### src/rtl/rdma_wr_len_enforcer.sv
`default_nettype none
// +----------------------------------------------------------------------------+
// | Module      : rdma_wr_len_enforcer                                         |
// | Description : Re-frames the RDMA write data stream to the byte length      |
// |               carried by each write request. Forces tlast and the          |
// |               final-beat tkeep, drops beats beyond the requested length,   |
// |               ends short bursts early and counts each protocol violation.  |
// | Revision    : 1.0  initial release                                         |
// +----------------------------------------------------------------------------+
// | Ports                                                                      |
// |   aclk, areset       clock, synchronous active-high reset                  |
// |   s_req_*            write request (valid/ready/len in bytes)              |
// |   s_axis_*           input AXI4-Stream write data                          |
// |   m_axis_*           output AXI4-Stream, re-framed to the request length   |
// |   err_short_cnt      bursts whose input tlast came before the last beat    |
// |   err_long_cnt       bursts with input beats beyond the last beat          |
// |   err_zero_cnt       requests carrying len == 0                            |
// +----------------------------------------------------------------------------+
module rdma_wr_len_enforcer #(
  parameter int DATA_BITS = 512,
  parameter int LEN_BITS  = 28,
  parameter int CNT_BITS  = 16
) (
  input  logic                   aclk,
  input  logic                   areset,
  input  logic                   s_req_valid,
  output logic                   s_req_ready,
  input  logic [LEN_BITS-1:0]    s_req_len,
  input  logic                   s_axis_tvalid,
  output logic                   s_axis_tready,
  input  logic [DATA_BITS-1:0]   s_axis_tdata,
  input  logic [DATA_BITS/8-1:0] s_axis_tkeep,
  input  logic                   s_axis_tlast,
  output logic                   m_axis_tvalid,
  input  logic                   m_axis_tready,
  output logic [DATA_BITS-1:0]   m_axis_tdata,
  output logic [DATA_BITS/8-1:0] m_axis_tkeep,
  output logic                   m_axis_tlast,
  output logic [CNT_BITS-1:0]    err_short_cnt,
  output logic [CNT_BITS-1:0]    err_long_cnt,
  output logic [CNT_BITS-1:0]    err_zero_cnt
);

  localparam int c_keep_bits = DATA_BITS / 8;
  localparam int c_bb_log    = $clog2(c_keep_bits);
  localparam int c_lw        = LEN_BITS + 1;

  localparam logic [c_lw-1:0]     c_beat_round = c_lw'(c_keep_bits - 1);
  localparam logic [c_lw-1:0]     c_lw_one     = c_lw'(1);
  localparam logic [CNT_BITS-1:0] c_cnt_one    = CNT_BITS'(1);

  typedef enum logic [1:0] {
    ST_IDLE  = 2'd0,
    ST_XFER  = 2'd1,
    ST_DRAIN = 2'd2
  } state_t;

  state_t                 state_q;
  logic [c_lw-1:0]        beats_left_q;
  logic [c_keep_bits-1:0] last_keep_q;
  logic [CNT_BITS-1:0]    err_short_q;
  logic [CNT_BITS-1:0]    err_long_q;
  logic [CNT_BITS-1:0]    err_zero_q;

  // Two-entry output skid: entry 0 drives the master port directly.
  logic [1:0]             skid_cnt_q;
  logic [DATA_BITS-1:0]   skid0_data_q, skid1_data_q;
  logic [c_keep_bits-1:0] skid0_keep_q, skid1_keep_q;
  logic                   skid0_last_q, skid1_last_q;

  // Request decode: beat count rounded up, and byte mask of the tail beat.
  logic [c_lw-1:0]        w_len_ext;
  logic [c_lw-1:0]        w_beats;
  logic [c_bb_log-1:0]    w_rem;
  logic [c_keep_bits-1:0] w_last_keep;

  assign w_len_ext   = {1'b0, s_req_len};
  assign w_beats     = (w_len_ext + c_beat_round) >> c_bb_log;
  assign w_rem       = s_req_len[c_bb_log-1:0];
  assign w_last_keep = (w_rem == '0) ? '1 : ~({c_keep_bits{1'b1}} << w_rem);

  // Ready terms depend only on registered state, so valid never waits on ready.
  assign s_req_ready   = !areset && (state_q == ST_IDLE);
  assign s_axis_tready = !areset &&
                         (((state_q == ST_XFER) && (skid_cnt_q != 2'd2)) ||
                          (state_q == ST_DRAIN));

  logic w_req_fire, w_in_fire, w_fwd, w_pop, w_is_final, w_fwd_last;
  logic [c_keep_bits-1:0] w_fwd_keep;

  assign w_req_fire = s_req_valid && s_req_ready;
  assign w_in_fire  = s_axis_tvalid && s_axis_tready;
  assign w_fwd      = w_in_fire && (state_q == ST_XFER);
  assign w_pop      = m_axis_tvalid && m_axis_tready;
  assign w_is_final = (beats_left_q == c_lw_one);

  // The request-derived last beat wins over input tlast; a short burst keeps
  // the input byte mask on its early last beat.
  assign w_fwd_last = w_is_final || s_axis_tlast;
  assign w_fwd_keep = w_is_final   ? last_keep_q  :
                      s_axis_tlast ? s_axis_tkeep : '1;

  always_ff @(posedge aclk) begin
    if (areset) begin
      state_q      <= ST_IDLE;
      beats_left_q <= '0;
      last_keep_q  <= '0;
      err_short_q  <= '0;
      err_long_q   <= '0;
      err_zero_q   <= '0;
    end else begin
      case (state_q)
        ST_IDLE: begin
          if (w_req_fire) begin
            if (s_req_len == '0) begin
              if (err_zero_q != '1) err_zero_q <= err_zero_q + c_cnt_one;
            end else begin
              beats_left_q <= w_beats;
              last_keep_q  <= w_last_keep;
              state_q      <= ST_XFER;
            end
          end
        end
        ST_XFER: begin
          if (w_in_fire) begin
            beats_left_q <= beats_left_q - c_lw_one;
            if (w_is_final) begin
              if (s_axis_tlast) begin
                state_q <= ST_IDLE;
              end else begin
                if (err_long_q != '1) err_long_q <= err_long_q + c_cnt_one;
                state_q <= ST_DRAIN;
              end
            end else if (s_axis_tlast) begin
              if (err_short_q != '1) err_short_q <= err_short_q + c_cnt_one;
              state_q <= ST_IDLE;
            end
          end
        end
        ST_DRAIN: begin
          if (w_in_fire && s_axis_tlast) state_q <= ST_IDLE;
        end
        default: state_q <= ST_IDLE;
      endcase
    end
  end

  always_ff @(posedge aclk) begin
    if (areset) begin
      skid_cnt_q   <= 2'd0;
      skid0_data_q <= '0;
      skid0_keep_q <= '0;
      skid0_last_q <= 1'b0;
      skid1_data_q <= '0;
      skid1_keep_q <= '0;
      skid1_last_q <= 1'b0;
    end else begin
      case (skid_cnt_q)
        2'd0: begin
          if (w_fwd) begin
            skid0_data_q <= s_axis_tdata;
            skid0_keep_q <= w_fwd_keep;
            skid0_last_q <= w_fwd_last;
            skid_cnt_q   <= 2'd1;
          end
        end
        2'd1: begin
          if (w_fwd && w_pop) begin
            skid0_data_q <= s_axis_tdata;
            skid0_keep_q <= w_fwd_keep;
            skid0_last_q <= w_fwd_last;
          end else if (w_fwd) begin
            skid1_data_q <= s_axis_tdata;
            skid1_keep_q <= w_fwd_keep;
            skid1_last_q <= w_fwd_last;
            skid_cnt_q   <= 2'd2;
          end else if (w_pop) begin
            skid_cnt_q   <= 2'd0;
          end
        end
        2'd2: begin
          // Input is stalled when full, so only a pop can happen here.
          if (w_pop) begin
            skid0_data_q <= skid1_data_q;
            skid0_keep_q <= skid1_keep_q;
            skid0_last_q <= skid1_last_q;
            skid_cnt_q   <= 2'd1;
          end
        end
        default: skid_cnt_q <= 2'd0;
      endcase
    end
  end

  assign m_axis_tvalid = (skid_cnt_q != 2'd0);
  assign m_axis_tdata  = skid0_data_q;
  assign m_axis_tkeep  = skid0_keep_q;
  assign m_axis_tlast  = skid0_last_q;

  assign err_short_cnt = err_short_q;
  assign err_long_cnt  = err_long_q;
  assign err_zero_cnt  = err_zero_q;

endmodule
`default_nettype wire

### config.mk
export PLATFORM = sky130hd
export DESIGN_NAME = rdma_wr_len_enforcer
export DESIGN_NICKNAME = d
export VERILOG_FILES = /design/src/rtl/rdma_wr_len_enforcer.sv
export SDC_FILE = /design/constraint.sdc
export NUM_CORES = 2
export LEC_CHECK = 0
export BUFFER_PORTS_ARGS = -buffer_cell sky130_fd_sc_hd__buf_4
export CAP_MARGIN = 5
export CORE_AREA = 2 2 484 486
export DETAILED_ROUTE_END_ITERATION = 16
export DIE_AREA = 0 0 486 488
export GPL_TIMING_DRIVEN = 1
export PLACE_DENSITY = 0.46
export SLEW_MARGIN = 10
export SYNTH_ARGS = -nofsm -noshare
export SYNTH_HDL_FRONTEND = slang
export SYNTH_SLANG_ARGS = --single-unit
### constraint.sdc
create_clock -name aclk -period 2.7 [get_ports aclk]
set_input_delay 0.675 -clock aclk [delete_from_list [all_inputs] [get_ports aclk]]
set_output_delay 0.675 -clock aclk [all_outputs]
set_load 0.05 [all_outputs]
==> flow_summary.yaml <==
sta:
  slew_headroom_pct: 15.39
  finalHoldViolCount: 0
  fin_skew_ns: 0.03733
  period_needed_ns: 2.585
  report.final.slew_viol_count: 0
  setup_viol: 0
  period_share_pct: 95.76
  worst_slew_pin_slew_ns: 1.269
  rsz0062_at_grt: "false"
  whs_ns: 0.1319
  max_freq_ghz: 0.3868
placement:
  dp_cells: 10630
  dp_hpwl_mm: 169.2
  port_buffers: 1237
  dpl-instance-area_mm2: 0.06574
  place_congestion: 0.8719
synth:
  synth_cell_types: 65
  syn_area_mm2: 0.05238
  synth_area_per_cell_um2: 7.806
  async_reset_ff_share_pct: 0
  synth_seq_cells: 1299
  netlist_instances: 6710
  synth-warning-count: 0
  ys.flop_type: "dfxtp_1"
  synth-edff-count: 0
  syn-num-nets: 7325
  synth.yosys.seq_area_share_pct: 49.65
routing:
  ant_nets: 0
  wl_per_cell_um: 21.52
  wirelength_mm: 235.1
  vias: 52160
  vias_per_cell: 4.773
  drt_pre_antenna_iters: 6
  route.detailed.drc: 0
  drt_iter0_drc: 3848
die:
  die_area_mm2: 0.2372
  row_count: 177
  start_util_pct: 22.59
  die-width_um: 486
  core_area_mm2: 0.2319
  ios: 1238
  chipHeight_um: 488
grt:
  grt_max_degree: 197
  globalRouteMet2Util_pct: 30.43
  grt_pass1_wl_mm: 337.7
  grt_overflow: 0
  grt_busiest_layer: "met2"
  grt_pass1_vias: 48650
  antenna_found_initial: 70
  met3_usage_pct: 6.834
  grt_usage_pct: 18.78
  grt_util_met1_pct: 22.79
setup_path:
  cp_cell_sequence: "or3_4, or2_1, or4_4, buf_12, nand3b_2, o211ai_1, a31oi_1"
  path_max_fanout: 58
  ff2ff_setup_slack_ns: 0.11
  timing.rr.start: "beats_left_q[20]$_SDFFE_PP0P_"
  crit_slowest_cell: "or4_4"
  critPathRequiredTime_ns: 3.40
  critPathKind: "reg -> reg"
  start_kind: "register"
  cp.arrival_ns: 3.29
  cp-end-kind: "register"
  crit_start: "beats_left_q[20]$_SDFFE_PP0P_"
  max_stage_delay_ns: 0.64
layout:
  final_util_pct: 30.59
  drive_gt1_share_pct: 22.97
  nets: 8359
  layout_common_cells: "nand2_1, buf_4, dfxtp_1, nor2_1, a21oi_1"
  fillers: 24830
  finalNonFillerCells: 10930
  layout_commonest_cell: "nand2_1"
  final_cell_area_mm2: 0.07093
  area_growth_pct: 35.41
  seqCellArea_mm2: 0.02601
  multi_input_area_mm2: 0.02401
power_and_ir_drop:
  power.share.sequential_pct: 42.9
  irDropWorstVdd_mv: 0.5251
  power_leakage_nw: 26.57
  power.share.clock_pct: 44.9
  pwr-share-comb_pct: 12.2
  power.switching_mw: 12.99
  p_total_mw: 47.03
  swShare_pct: 27.62
  power.internal_mw: 34.04
  power_density_mw_per_mm2: 663.1
clocking:
  cts_tree: "done"
  ctsHoldBuffers: 0
  cts_max_path_buffers: 3
  cts_buffers: 157
  clkTransAtPathRegs_ns: 0.06
  htreeDepth: 4
  clkSinkCount: 1299
  clock_latency_ns: 0.80
  root_buffer: "clkbuf_16"
status:
  status: "complete, no violations"
worst_hold_path:
  hold_class: "in -> reg"
  min-delay-start: "s_axis_tdata[419]"
run:
  cap_viol_max_count: 0
[path summary, 6_finish.rpt]
check,cells after the start,endpoint
worst min-delay path,3,skid1_data_q[419]$_SDFFE_PP0P_
worst max register to register,7,m_axis_tkeep[54]$_SDFFE_PP0P_
worst max-delay path,7,m_axis_tkeep[54]$_SDFFE_PP0P_
worst min register to register,2,m_axis_tkeep[63]$_SDFFE_PP0P_
[repair_timing]
| action | 4_1_cts | 5_1_grt |
|---|---|---|
| pin swaps | 1 | 0 |
| resized for setup | 6 | 2 |
| setup endpoints to repair | 1 | 2 |
| cloned | 0 | 0 |
| setup buffers | 2 | 0 |
[layout make-up]
class                      instances  area share [%]
tap                             3043           5.368
multi-input combinational       4797           33.85
timing repair buffer            1477           16.80
inverter                          12         0.06351
antenna                           31          0.1094
clock buffer                     227           6.397
sequential                      1299           36.67
clock inverter                    42          0.7462
[registers in the layout (all words and copies together), names as in the netlist]
name and cells:
m_axis_tdata 512, err_long_cnt 16, beats_left_q 29, state_q 2, skid1_data_q 512, skid1_last_q 1
err_zero_cnt 16, skid_cnt_q 2, last_keep_q 64, err_short_cnt 16, m_axis_tlast 1, skid1_keep_q 64
m_axis_tkeep 64
[synth_stat cells (all sizes together), types with 3 or more instances]
cell,count,area share (%)
nand2,2243,16
dfxtp,1299,50
nor2,660,4.7
a21oi,631,6.0
a311oi,519,8.7
clkbuf,505,3.6
o211ai,142,2.0
buf,97,0.98
o21ai,96,0.92
a31oi,70,0.84
nand3b,65,1.3
nor3,57,0.54
xor2,52,0.87
nand3,42,0.40
nand4,37,0.44
nor4,21,0.32
a211oi,18,0.27
and3,15,0.18
and2,13,0.16
o221a,13,0.28
xnor2,13,0.22
inv,11,0.079
nor2b,10,0.12
or3,10,0.13
or4,7,0.10
nand2b,6,0.072
ha,5,0.12
or2,5,0.060
nand4b,4,0.067
o21a,4,0.057
a32oi,3,0.050
and4,3,0.050
o2111ai,3,0.050
o22ai,3,0.036
o31ai,3,0.043
[power groups by stage]
stage	clock, mW	sequential (mW)	combinational [mW]
6_report	21.1	20.2	5.75
3_5_place_dp	0	20.6	5.76
3_3_place_gp	0	20.6	5.72
4_1_cts	21.8	20.2	5.78
5_1_grt	22.5	20.2	6.11
2_1_floorplan	0	22.0	1.72
[logic make-up after synthesis]
group | synth area share (%)
fa+ha+maj | 0.1194
mux | 0.05972
compound gates | 19.58
flops | 49.65
simple gates | 24.82
xor+xnor | 1.087
buf+inv | 4.687
[critical path: cells and delay by family, from the launching register on]
kind                   cells  cell delay (ns)
AO/OA/AOI/OAI              2             0.30
flip-flops                 1             0.34
AND/OR/NAND/NOR            4             1.53
buffers and inverters      1             0.26
[metrics by stage]
step	setup WS (ns)	setup TNS, ns
after global placement	-0.1412	-0.3512
final	0.1145	0
after CTS	0.003347	0
after detailed placement	-0.07103	-0.07103
after global routing	0.005337	0
after floorplan	0.1398	0
[per-layer routing]
metal | vias to the layer above | share of wire, %
met5 | - | 0.14
met3 | 338 | 8.9
met4 | 52 | 3.4
met2 | 1656 | 46
li1 | 25130 | -
met1 | 24990 | 41
Power figures use the tool's default switching activity.
